**src/rtl/batalha_pkg.sv**
```systemverilog
// Shared definitions for the fleet placement logic: ship types, fleet size,
// placement FSM states and the validator response timeout.
package batalha_pkg;

    localparam logic [2:0] PORTA_AVIOES = 3'd0;
    localparam logic [2:0] ENCOURACADO  = 3'd1;
    localparam logic [2:0] HIDROAVIAO   = 3'd2;
    localparam logic [2:0] CRUZADOR     = 3'd3;
    localparam logic [2:0] SUBMARINO    = 3'd4;

    localparam int NUM_PECAS   = 11;
    localparam int TIMEOUT_MAX = 1023;

    typedef enum logic [2:0] {
        IDLE    = 3'd0,
        ESPERA  = 3'd1,
        EMITE   = 3'd2,
        AGUARDA = 3'd3,
        ERRO    = 3'd4,
        PROXIMO = 3'd5,
        FIM     = 3'd6
    } estado_t;

endpackage

```
**src/rtl/tabela_frota.sv**
```systemverilog
// Fleet table: maps a fleet slot index to the ship type placed in that slot.
module tabela_frota
    import batalha_pkg::*;
(
    input  logic [3:0] indice,
    output logic [2:0] tipo
);

    always_comb begin
        tipo = SUBMARINO;
        case (indice)
            4'd0:             tipo = PORTA_AVIOES;
            4'd1, 4'd2:       tipo = ENCOURACADO;
            4'd3, 4'd4:       tipo = HIDROAVIAO;
            4'd5, 4'd6, 4'd7: tipo = CRUZADOR;
            default:          tipo = SUBMARINO;
        endcase
    end

endmodule

```
**src/rtl/controle_posicionamento.sv**
```systemverilog
// Fleet placement controller for two players. Optional validator response
// timeout is enabled by defining CONTROLE_TIMEOUT_EN.
module controle_posicionamento
    import batalha_pkg::*;
(
    input  logic       clk,
    input  logic       rst,
    input  logic       start,
    input  logic       confirma,
    input  logic [3:0] x_in,
    input  logic [3:0] y_in,
    input  logic       direcao_in,
    input  logic [2:0] orientacao_in,
    input  logic       val_ready,
    input  logic       val_conflito,
    output logic       val_enable,
    output logic [2:0] val_tipo,
    output logic       val_direcao,
    output logic [2:0] val_orientacao,
    output logic [3:0] val_x,
    output logic [3:0] val_y,
    output logic       jogador,
    output logic [3:0] indice,
    output logic       erro,
    output logic       concluido
);

    localparam logic [3:0] ULTIMO_INDICE = 4'(NUM_PECAS - 1);

    estado_t    estado_q, estado_d;
    logic       jogador_q, jogador_d;
    logic [3:0] indice_q, indice_d;
    logic [3:0] x_q, x_d, y_q, y_d;
    logic       dir_q, dir_d;
    logic [2:0] ori_q, ori_d;

`ifdef CONTROLE_TIMEOUT_EN
    localparam logic [9:0] CNT_LIMITE = 10'(TIMEOUT_MAX - 1);
    logic [9:0] cnt_q, cnt_d;
`endif

    // Validator handshake: val_enable is a single-cycle request carrying the
    // latched fields; the validator answers later with a single-cycle val_ready
    // (accepted) or val_conflito (rejected). Responses count only in AGUARDA,
    // and conflito takes priority when both arrive together.
    always_comb begin
        estado_d  = estado_q;
        jogador_d = jogador_q;
        indice_d  = indice_q;
        x_d       = x_q;
        y_d       = y_q;
        dir_d     = dir_q;
        ori_d     = ori_q;
`ifdef CONTROLE_TIMEOUT_EN
        cnt_d     = cnt_q;
`endif
        case (estado_q)
            IDLE, FIM: begin
                if (start) begin
                    jogador_d = 1'b0;
                    indice_d  = 4'd0;
                    estado_d  = ESPERA;
                end
            end
            ESPERA, ERRO: begin
                if (confirma) begin
                    x_d      = x_in;
                    y_d      = y_in;
                    dir_d    = direcao_in;
                    ori_d    = orientacao_in;
                    estado_d = EMITE;
                end
            end
            EMITE: begin
                estado_d = AGUARDA;
`ifdef CONTROLE_TIMEOUT_EN
                cnt_d    = 10'd0;
`endif
            end
            AGUARDA: begin
                if (val_conflito) begin
                    estado_d = ERRO;
                end else if (val_ready) begin
                    estado_d = PROXIMO;
                end
`ifdef CONTROLE_TIMEOUT_EN
                else if (cnt_q == CNT_LIMITE) begin
                    estado_d = ERRO;
                end else begin
                    cnt_d = cnt_q + 10'd1;
                end
`endif
            end
            PROXIMO: begin
                if (indice_q < ULTIMO_INDICE) begin
                    indice_d = indice_q + 4'd1;
                    estado_d = ESPERA;
                end else if (!jogador_q) begin
                    jogador_d = 1'b1;
                    indice_d  = 4'd0;
                    estado_d  = ESPERA;
                end else begin
                    estado_d = FIM;
                end
            end
            default: estado_d = IDLE;
        endcase
    end

    always_ff @(posedge clk or posedge rst) begin
        if (rst) begin
            estado_q  <= IDLE;
            jogador_q <= 1'b0;
            indice_q  <= 4'd0;
            x_q       <= 4'd0;
            y_q       <= 4'd0;
            dir_q     <= 1'b0;
            ori_q     <= 3'd0;
`ifdef CONTROLE_TIMEOUT_EN
            cnt_q     <= 10'd0;
`endif
        end else begin
            estado_q  <= estado_d;
            jogador_q <= jogador_d;
            indice_q  <= indice_d;
            x_q       <= x_d;
            y_q       <= y_d;
            dir_q     <= dir_d;
            ori_q     <= ori_d;
`ifdef CONTROLE_TIMEOUT_EN
            cnt_q     <= cnt_d;
`endif
        end
    end

    tabela_frota u_tabela_frota (
        .indice (indice_q),
        .tipo   (val_tipo)
    );

    // Status outputs are pure decodes of the registered state.
    assign val_enable     = (estado_q == EMITE);
    assign erro           = (estado_q == ERRO);
    assign concluido      = (estado_q == FIM);
    assign jogador        = jogador_q;
    assign indice         = indice_q;
    assign val_x          = x_q;
    assign val_y          = y_q;
    assign val_direcao    = dir_q;
    assign val_orientacao = ori_q;

endmodule

```
**config.mk**
```make
export PLATFORM = sky130hd
export DESIGN_NAME = controle_posicionamento
export DESIGN_NICKNAME = d
export VERILOG_FILES = /design/src/rtl/batalha_pkg.sv /design/src/rtl/tabela_frota.sv /design/src/rtl/controle_posicionamento.sv
export SDC_FILE = /design/constraint.sdc
export NUM_CORES = 1
export LEC_CHECK = 0
export ABC_AREA = 1
export CORE_MARGIN = 5
export CORE_UTILIZATION = 54
export CTS_BUF_LIST = sky130_fd_sc_hd__clkbuf_2
export CTS_CLUSTER_DIAMETER = 120
export DETAILED_ROUTE_END_ITERATION = 6
export DONT_BUFFER_PORTS = 1
export HOLD_SLACK_MARGIN = 0.12
export PLACE_DENSITY = 0.69
export SYNTH_ARGS = -nofsm -noshare
export SYNTH_HDL_FRONTEND = slang
export SYNTH_SLANG_ARGS = --single-unit
```
**constraint.sdc**
```tcl
create_clock -name clk -period 2 [get_ports clk]
set_input_delay 0.4 -clock clk [delete_from_list [all_inputs] [get_ports clk]]
set_output_delay 0.4 -clock clk [all_outputs]
set_load 0.03 [all_outputs]
```
* Word level (Yosys, flattened, before mapping)
Memory sizes are Yosys's and may differ from the RTL's.
Cells that the tools add are included.
** Word-level totals
- Register bits :: 20
- ROM bits :: 16
- Output and inout port bits :: 23
- Memories :: 1
** Memory list
- (name not given) :: depth 8, width 2, read ports 1, clocked after memory_dff 0, wr ports 0, line tabela_frota.sv:11 : case (indice)
** Operators by class
- Add/sub/neg operators :: 1
- Magnitude comparators :: 1
- Eq/ne operators :: 11
- Muxes and demuxes :: 15
- Reduce and logical (&&, ||, !) cells :: 8
** Operators with widths (count)
- two-way mux 3 bit :: 7
- case mux 3 bit (5 select lines) :: 1
- two-way mux 4 bit :: 3
- == test 3 bit (second input constant) :: 3
- AND reduction 3 bit :: 3
- case mux 4 bit (2 select lines) :: 1
- == test 3 x 2 -> 1 bit (second input constant) :: 2
- inequality test 2 bit (second input constant) :: 3
- inequality test 3 bit (second input constant) :: 2
- adder 4 x 1 -> 4 bit (second input constant) :: 1
- < comparator 4 bit (second input constant) :: 1
- OR reduction 2 bit :: 2
- == test 3 x 1 -> 1 bit (second input constant) :: 1
- zero test 3 bit :: 1
- two-way mux 1 bit :: 2
- case mux 1 bit (2 select lines) :: 1
- AND reduction 2 bit :: 1
- nonzero test 2 bit :: 1

* Logic depth before layout (Yosys ltp)
Gate-level depths: netlist of run 1.
- Depth in word-level cells :: 4
- Depth in mapped cells :: 7
- Depth with buffers taken out :: 7

* By module
From an unflattened synthesis of run 1, not the netlist that was laid out.
** Unflattened totals
- Cell total of the unflattened synthesis :: 150
- Area, all modules :: 1123.6 um^2
** Modules (own cells, without submodules)
- controle_posicionamento :: instances 1, cells an instance 138, area an instance 1054.8 um^2, seq. area each 500.5 um^2
- tabela_frota :: instances 1, cells an instance 12, area an instance 68.8 um^2, seq. area each 0.0 um^2

* Least setup slack after synthesis of run 1
OpenSTA, ideal clock, no wires.
- Path type :: flip-flop to output port
- Start :: register indice_q[1] (netlist: indice[1])
- End :: output port val_tipo[0]
- Arrival :: 1.734 ns
- Required time :: 1.600 ns
- Slack :: -0.134 ns
- Stages on the path, launching flop included :: 5
- Path buffers :: 0
- Path through :: dfrtp_1 inv_1 ha_1 nor2_1 a211oi_1
** Between the ends
- Longest elaborated chain between the ends :: 2
** Ends and longest elaborated chain
- start, declared :: line controle_posicionamento.sv:32 : logic [3:0] indice_q, indice_d;
- start signal, assigned :: line controle_posicionamento.sv:125 : indice_q <= indice_d;
- memory read (8 x 2 bit)
- two-way mux 3 bit :: line tabela_frota.sv:11
- end, declared :: line controle_posicionamento.sv:17 : output logic [2:0] val_tipo,
No other way between the ends.

* Worst setup path in the final report of run 1
Ends and elaborated chain as after synthesis.

==> results of run 1 <==
==> synthesized netlist by cell type <==
cell type                  number
sky130_fd_sc_hd__a211oi_1       1
sky130_fd_sc_hd__a21oi_2        1
sky130_fd_sc_hd__buf_2          1
sky130_fd_sc_hd__buf_4          2
sky130_fd_sc_hd__buf_6          1
sky130_fd_sc_hd__dfrtp_1       20
sky130_fd_sc_hd__ha_1           3
sky130_fd_sc_hd__inv_1         16
sky130_fd_sc_hd__nand2_1       58
sky130_fd_sc_hd__nand2_2        3
sky130_fd_sc_hd__nand3_1       24
sky130_fd_sc_hd__nand3_2        1
sky130_fd_sc_hd__nand3b_1       1
sky130_fd_sc_hd__nor2_1        10
sky130_fd_sc_hd__o21ai_1        1
sky130_fd_sc_hd__or2_2          1
sky130_fd_sc_hd__xor2_1         1
==> worst paths after layout <==
check | cells past startpoint | from | slack [ps] | endpoint
max | 5 | indice[1] | 120 | val_tipo[0]
min | 2 | orientacao_in[0] | 190 | val_orientacao[0]
max reg2reg | 6 | estado_q[0] | 500 | val_y[2]
min reg2reg | 2 | indice[1] | 580 | indice[1]
max in group asynchronous | 2 | rst | 850 | indice[1]
min in group asynchronous | 2 | rst | 630 | val_x[3]
==> metal layers <==
layer | global-route usage | vias to the layer above | share of wire
met4 | 0.0622 | 0 | 0
met1 | 0.228 | 418 | 0.45
li1 | - | 463 | -
met3 | 0.0436 | 0 | 0.054
met2 | 0.283 | 20 | 0.50
met5 | 0 | - | 0
==> flip-flops by register name, summed over array words and instances (netlist names) <==
signal	count
estado_q	3
indice	4
jogador	1
val_direcao	1
val_orientacao	3
val_x	4
val_y	4
==> report_power, final <==
part	total, W	switching, W	internal, W
sequential	0.000958	0.000395	0.000563
combinational	0.000751	0.000492	0.000259
clock	0.000302	0.000130	0.000173
==> timing repair <==
item	CTS	global route
endpoints found under the setup margin	0	1
hold endpoints to repair	20	0
resized for setup	0	3
hold buffers	1	0
==> through the flow <==
stage / hold slack [ps] / cell area (um2) / setup slack (ps) / total power [W]
6_report: 188 / 1210 / 116 / 0.00201
5_1_grt: 143 / 1210 / 13.9 / 0.00217
4_1_cts: 179 / 1190 / 54.0 / 0.00200
3_5_place_dp: 470 / 1140 / 442 / 0.00170
3_3_place_gp: 450 / 1140 / 491 / 0.00167
2_1_floorplan: 364 / 1080 / 153 / 0.00154
==> logic make-up after synthesis <==
logic type                 after synthesis
DFF                                     20
adders and majority gates                3
and+or+nand+nor                         98
AOI/OAI and AO/OA                        3
xor gates and xnor gates                 1
buffers and inverters                   20
==> area by class of cell <==
class	instances	area [um2]	share of cell area
clock buffers	3	15.0	0.0124
clock inverters	1	30.0	0.0249
inverters	16	60.1	0.0498
multi-input cells	105	503	0.417
flip-flops and latches	20	502	0.416
well taps	27	33.8	0.0280
repair buffers	8	62.6	0.0519
==> worst reg2reg max path, cell delays in order, from the launching register on <==
cell                      delay (ps)
sky130_fd_sc_hd__dfrtp_1         490
sky130_fd_sc_hd__nor2_1          170
sky130_fd_sc_hd__nand2_1         100
sky130_fd_sc_hd__nand2_2         280
sky130_fd_sc_hd__nand2_2         240
sky130_fd_sc_hd__nand2_1         100
sky130_fd_sc_hd__nand2_1          50
==> impl.org, run 1 <==
** Run status
- The run finished with clean final reports.

** Clock network
- Clock H-tree levels :: 1
- The clock passes through at most 2 buffers.
- Clock tree synthesis found a total of 20 sinks.
- Clock-pin slew was measured on the worst setup and hold paths at 210 ps.
- Latest clock arrival within the worst-skew pair :: 320 ps
- Root Buffer Master :: sky130_fd_sc_hd__clkbuf_2
- Number of buffers inserted to repair setup after CTS :: 0
- TritonCTS Buffers :: 3
- CTS tree :: built

** Logic synthesis
- Number of flip-flops and latches in the synthesized netlist :: 20
- Combinational family with the most area after synthesis :: simple AND/OR/NAND/NOR gates
- A synthesized cell averages 7.43 um2.
- Share of synthesized area occupied by flip-flops and latches :: 0.465
- Fraction of synthesized cell area taken by the top area cell type :: 0.465
- Net Count, Synth :: 166
- Dominant cell type by area after synthesis :: sky130_fd_sc_hd__dfrtp_1
- After technology mapping, the gate count stands at 145.
- Synthesized-area fraction occupied by adder cells :: 0.0348
- Cell types occupying the most area after synthesis :: sky130_fd_sc_hd__dfrtp_1 46%, sky130_fd_sc_hd__nand2_1 20%, sky130_fd_sc_hd__nand3_1 11%
- The complex-gate fraction of the synthesized area was 0.0197.
- The portion of synthesized area spent on multiplexers is 0.
- Yosys printed 0 warnings.
- Netlist area before placement :: 1080 um2
- Of the total synthesized cell area, the portion taken by AND, OR, NAND and NOR gates is 0.388.
- The synthesized netlist contains 17 unique library cells.
- Xor/xnor cell area share of the yosys netlist :: 0.00813

** STA
- Setup repair after global routing left no endpoint under its margin.
- Static timing analysis puts the maximum clock frequency at 531 MHz.
- For the pin with the worst max-slew slack, the measured transition is 751 ps.
- Final setup TNS :: 0 ps
- Headroom to the max-slew limit came out at 0.499.
- Ratio of final minimum period to clock period :: 0.942
- Final Hold Viols :: 0
- For the finished layout, the period the worst path requires is 1880 ps.
- Worst clock skew on the final layout :: 9.34 ps
- The max-slew violation total from the final report was 0.
- Setup violations remaining at the end of the flow were counted as 0.

** GRT
- Entering global routing, the biggest net connects 21 pins.
- Via count of the first global-routing pass :: 880
- Wire length of the first global-routing pass :: 3790 um
- Grt ovf :: 0
- Initial antenna violation count :: 0
- Across every metal layer, demand over resource in global routing totals 0.176.

** Place
- Input and output buffers added on the ports amount to 0.
- Placer Congestion :: 0.809
- Once placement completed, the tool counted placed cells totaling 175.
- DP HPWL :: 1780 um

** Layout
- In the layout the commonest cells are 58 x sky130_fd_sc_hd__nand2_1, 24 x sky130_fd_sc_hd__nand3_1, 19 x sky130_fd_sc_hd__dfrtp_1, 15 x sky130_fd_sc_hd__inv_1, 10 x sky130_fd_sc_hd__nor2_1.
- # fillers :: 184
- Area grow syn2layout :: 12.0%
- Number of antenna repair diodes :: 0
- Leaving out fill and tap cells, the most frequent cell in the layout is sky130_fd_sc_hd__nand2_1.
- Fraction of final layout cells with drive strength greater than 1 :: 0.137
- Once layout is complete, the utilization of the core stands at 0.628.
- The finished layout holds 180 standard cells, fillers aside.
- For this run, the post-layout net count is 175.

** Floorplanning
- Core ar. :: 1920 um2
- In this run the count of I/O pins placed on the die edge is 41.
- The die covers 2990 um2.
- For this configuration, the core starts out at a cell density of 0.561.
- The die is 54.7 um tall.
- In this run the horizontal extent of the chip is 54.7 um.
- The floorplan has 16 rows.

** Worst hold path
- The worst hold path belongs to the class in -> reg.

** Worst setup path
- CP bufs+invs :: 2
- CP top delay family :: flip-flops
- Cells traversed along the worst timing path :: inv_1 > ha_4 > nor2_1 > a211oi_2 > buf_4
- Arrival time worst endpoint :: 1480 ps
- Max Fanout on Critical Path :: 6
- CP required :: 1600 ps
- STA classifies the critical path endpoint as an output port.
- Largest stage delay on the critical path :: 450 ps
- Start-to-end type of the worst setup path :: reg -> out
- The worst setup path is launched from a register.
- The slowest stage of the critical path belongs to the cell sky130_fd_sc_hd__dfrtp_2.

** Routing
- The final layout contains routed wiring with a total length of 2380 um.
- Length of the first detailed-routing pass in iterations :: 4
- After detailed routing, the number of vias per cell comes to 5.01.
- Remaining antenna violation count :: 0
- Average wire length per cell after detail routing :: 13.2 um
- DRC violations left :: 0
- First DRT Iteration DRCs :: 11
- Total via count in the routed design :: 901

** Power and ir drop
- The analysis attributes to cell leakage a power of 0.686 nW.
- PD cells :: 1670 nW/um2
- IR drop worst, VDD :: 0.953 mV

** Flow run
- Max-cap violations in this run came to 0.
(Power assumes the default switching activity.)
==> inputs of run 2 (changes only) <==
Settings changed: CAP_MARGIN set to 20.
==> results of run 2 <==
The final DEF is identical to that of run 1; final timing and power are the same.
==> inputs of run 3 (changes only) <==
Settings changed: CORE_MARGIN 5 to 1.
==> impl.org, run 3 (synthesis gave the netlist of run 1 again) <==
** Run status
- Outcome :: finished, final reports clean

** Clock network
- CTS Sinks :: 20 (unchanged)
- CTS placed an instance of sky130_fd_sc_hd__clkbuf_2 at the clock tree root.
- TritonCTS Buffers :: 3 (unchanged)
- Latest clock arrival within the worst-skew pair :: 310 ps (about the same)
- The count of H-tree levels built during CTS was 1 (unchanged).
- Buffers from clock root to sink, at most :: 2 (unchanged)
- Clock-pin slew reported for the worst setup and hold paths after clock tree synthesis :: 180 ps (-30 ps)
- CTS tree :: built

** Routing
- The number of detailed-routing iterations run before antenna repair came to 4 (unchanged).
- The vias per cell was 5.08 (+1.5%).
- The routed length per placed instance is 11.7 um (-11%).
- The total length of routed wires came to 2100 um (-12%).
- First DRT Iteration DRCs :: 10 (-1)
- Total via count in the routed design :: 909 (+0.89%)
- Remaining antenna violation count :: 0 (unchanged)
- DRC violations left :: 0 (unchanged)

** GRT
- The overall overflow remaining after global route was 0 (unchanged).
- Via count of the first global-routing pass :: 836 (-5.0%)
- The total global routing track utilization is 0.225 (+0.0490).
- The maximum number of pins on one net before global-route repair was 21 (unchanged).
- The global-route wire length before repair is 3480 um (-8.0%).
- Initial antenna violation count :: 0 (unchanged)

** Power and ir drop
- The maximum vdd drop came to 0.831 mV (-13%).
- The final total power came to 0.00187 W (-7.1%).
- LEAKAGE :: 0.677 nW (-1.2%)
- The power density over cell area came to 1580 nW/um2 (-5.6%).

** Layout
- Most common cell after layout, fill and taps aside :: sky130_fd_sc_hd__nand2_1
- Final instance count without filler cells :: 179 (-0.56%)
- Area grow syn2layout :: 10.1%
- Number of antenna repair diodes :: 0 (unchanged)
- In the layout the commonest cells are 58 x sky130_fd_sc_hd__nand2_1, 24 x sky130_fd_sc_hd__nand3_1, 18 x sky130_fd_sc_hd__dfrtp_1, 14 x sky130_fd_sc_hd__inv_1, 10 x sky130_fd_sc_hd__nor2_1.
- Final-stage net count :: 176 (+0.57%)
- The utilization after layout was 0.658 (+0.0307).
- Fraction of final layout cells with drive strength greater than 1 :: 0.149 (+0.0121)

** Worst setup path
- Max Fanout on Critical Path :: 6 (unchanged)
- Start-to-end type of the worst setup path :: reg -> out
- CP required :: 1600 ps (about the same)
- The data arrival time of the worst path came to 1440 ps (-40 ps).
- STA classifies the critical path endpoint as an output port.
- Cells traversed along the worst timing path :: inv_2 > ha_4 > nor2_1 > a211oi_2 > buf_4
- The largest individual stage delay along the critical path comes from the cell sky130_fd_sc_hd__dfrtp_2.
- Worst reg2reg startpoint :: estado_q[0]
- Tracing the worst setup path back leads to its startpoint at indice[1].
- Kind of start point of the critical path :: register
- The maximum cell stage delay along the critical path is 450 ps (about the same).

** Place
- Placer Congestion :: 0.773 (-4.5%)
- The HPWL after detailed placement came to 1610 um (-9.8%).
- Pre-CTS setup slack :: 460 ps (+17.9 ps)
- The count of input and output buffers was 0 (unchanged).
- The total instance count after detailed placement is 173 (-1.1%).

** STA
- Final setup violation count :: 0 (unchanged)
- The clock period minus final worst setup slack is 1840 ps (-47.2 ps).
- Least setup slack across all paths after layout :: 163 ps (+47.2 ps)
- The final critical-path share of the clock period was 0.919 (-0.0236).
- The peak clock frequency supported by timing is 544 MHz (+2.6%).
- The max-slew violation total from the final report was 0 (unchanged).
- Worst clock skew on the final layout :: 5.58 ps (-3.76 ps)
- Final setup TNS :: 0 ps (unchanged)
- The number of failing hold endpoints at the final stage came to 0 (unchanged).
- Pin slew with the least headroom to its limit :: 728 ps (-23.8 ps)
- The remaining max-slew budget at the tightest pin is 0.514 (+0.0159).
- Setup repair after global routing missed its margin :: no

** Floorplanning
- Die Height :: 46.7 um (-15%)
- Floorplan die area :: 2180 um2 (-27%)
- The core area came to 1800 um2 (-6.2%).
- Standard-cell rows :: 15 (-1)
- Number of top-level pins :: 41 (unchanged)
- Initial core utilization :: 0.598 (+0.0374)
- Horizontal die dimension :: 46.7 um (-15%)

** Worst hold path
- Worst Min Path Start :: y_in[2]
- Classification of the worst-slack hold path :: in -> reg

** Flow run
- The total of max-cap violations was 0 (unchanged).
[run 3: critical path: cells and delay by family (launching register included)]
family | cells | cell delay (ps)
DFF | 1 | 450
adders and majority gates | 1 | 260
buffers and inverters | 2 | 240
AOI/OAI and AO/OA | 1 | 130
and+or+nand+nor | 1 | 40
[run 3: worst paths after layout]
path	endpoint	slack (ps)	depth (start not counted)
min in group asynchronous	indice[2]	620	2
max	val_tipo[0]	160	5
min	val_y[2]	200	2
max in group asynchronous	indice[0]	890	2
max reg2reg	val_orientacao[2]	510	6
min reg2reg	indice[0]	570	2
[run 3: report_power, final]
part,internal (W),switching [W]
sequential,0.000565,0.000394
combinational,0.000263,0.000486
clock,0.0000435,0.000118
[run 3: layout make-up]
| cell class | count | area, um2 |
|---|---|---|
| Fill cell | 176 | 616 |
| Sequential cell | 20 | 503 |
| Multi-Input combinational cell | 105 | 503 |
| Timing Repair Buffer | 9 | 70.1 |
| Inverter | 16 | 60.1 |
| Tap cell | 25 | 31.3 |
| Clock buffer | 3 | 15.0 |
| Clock inverter | 1 | 3.75 |
[run 3: through the flow]
stage               instance area [um2]  hold WS, ps
detailed placement                 1130          446
global placement                   1130          438
floorplan                          1080          364
CTS                                1160          194
finish                             1190          204
global route                       1190          158
[run 3: metal layers]
layer / wire length (um) / track usage / up-vias
li1: - / - / 470
met1: 930 / 0.276 / 413
met2: 1040 / 0.397 / 26
met3: 127 / 0.0627 / 0
met4: 0 / 0.0343 / 0
met5: 0 / 0 / -
[run 3: what timing repair did]
| action | in CTS | in global routing |
|---|---|---|
| hold buffers | 1 | 0 |
| setup buffers | 0 | 1 |
| hold endpoints to repair | 20 | 0 |
| setup endpoints to repair | 0 | 1 |
| resized for setup | 0 | 5 |
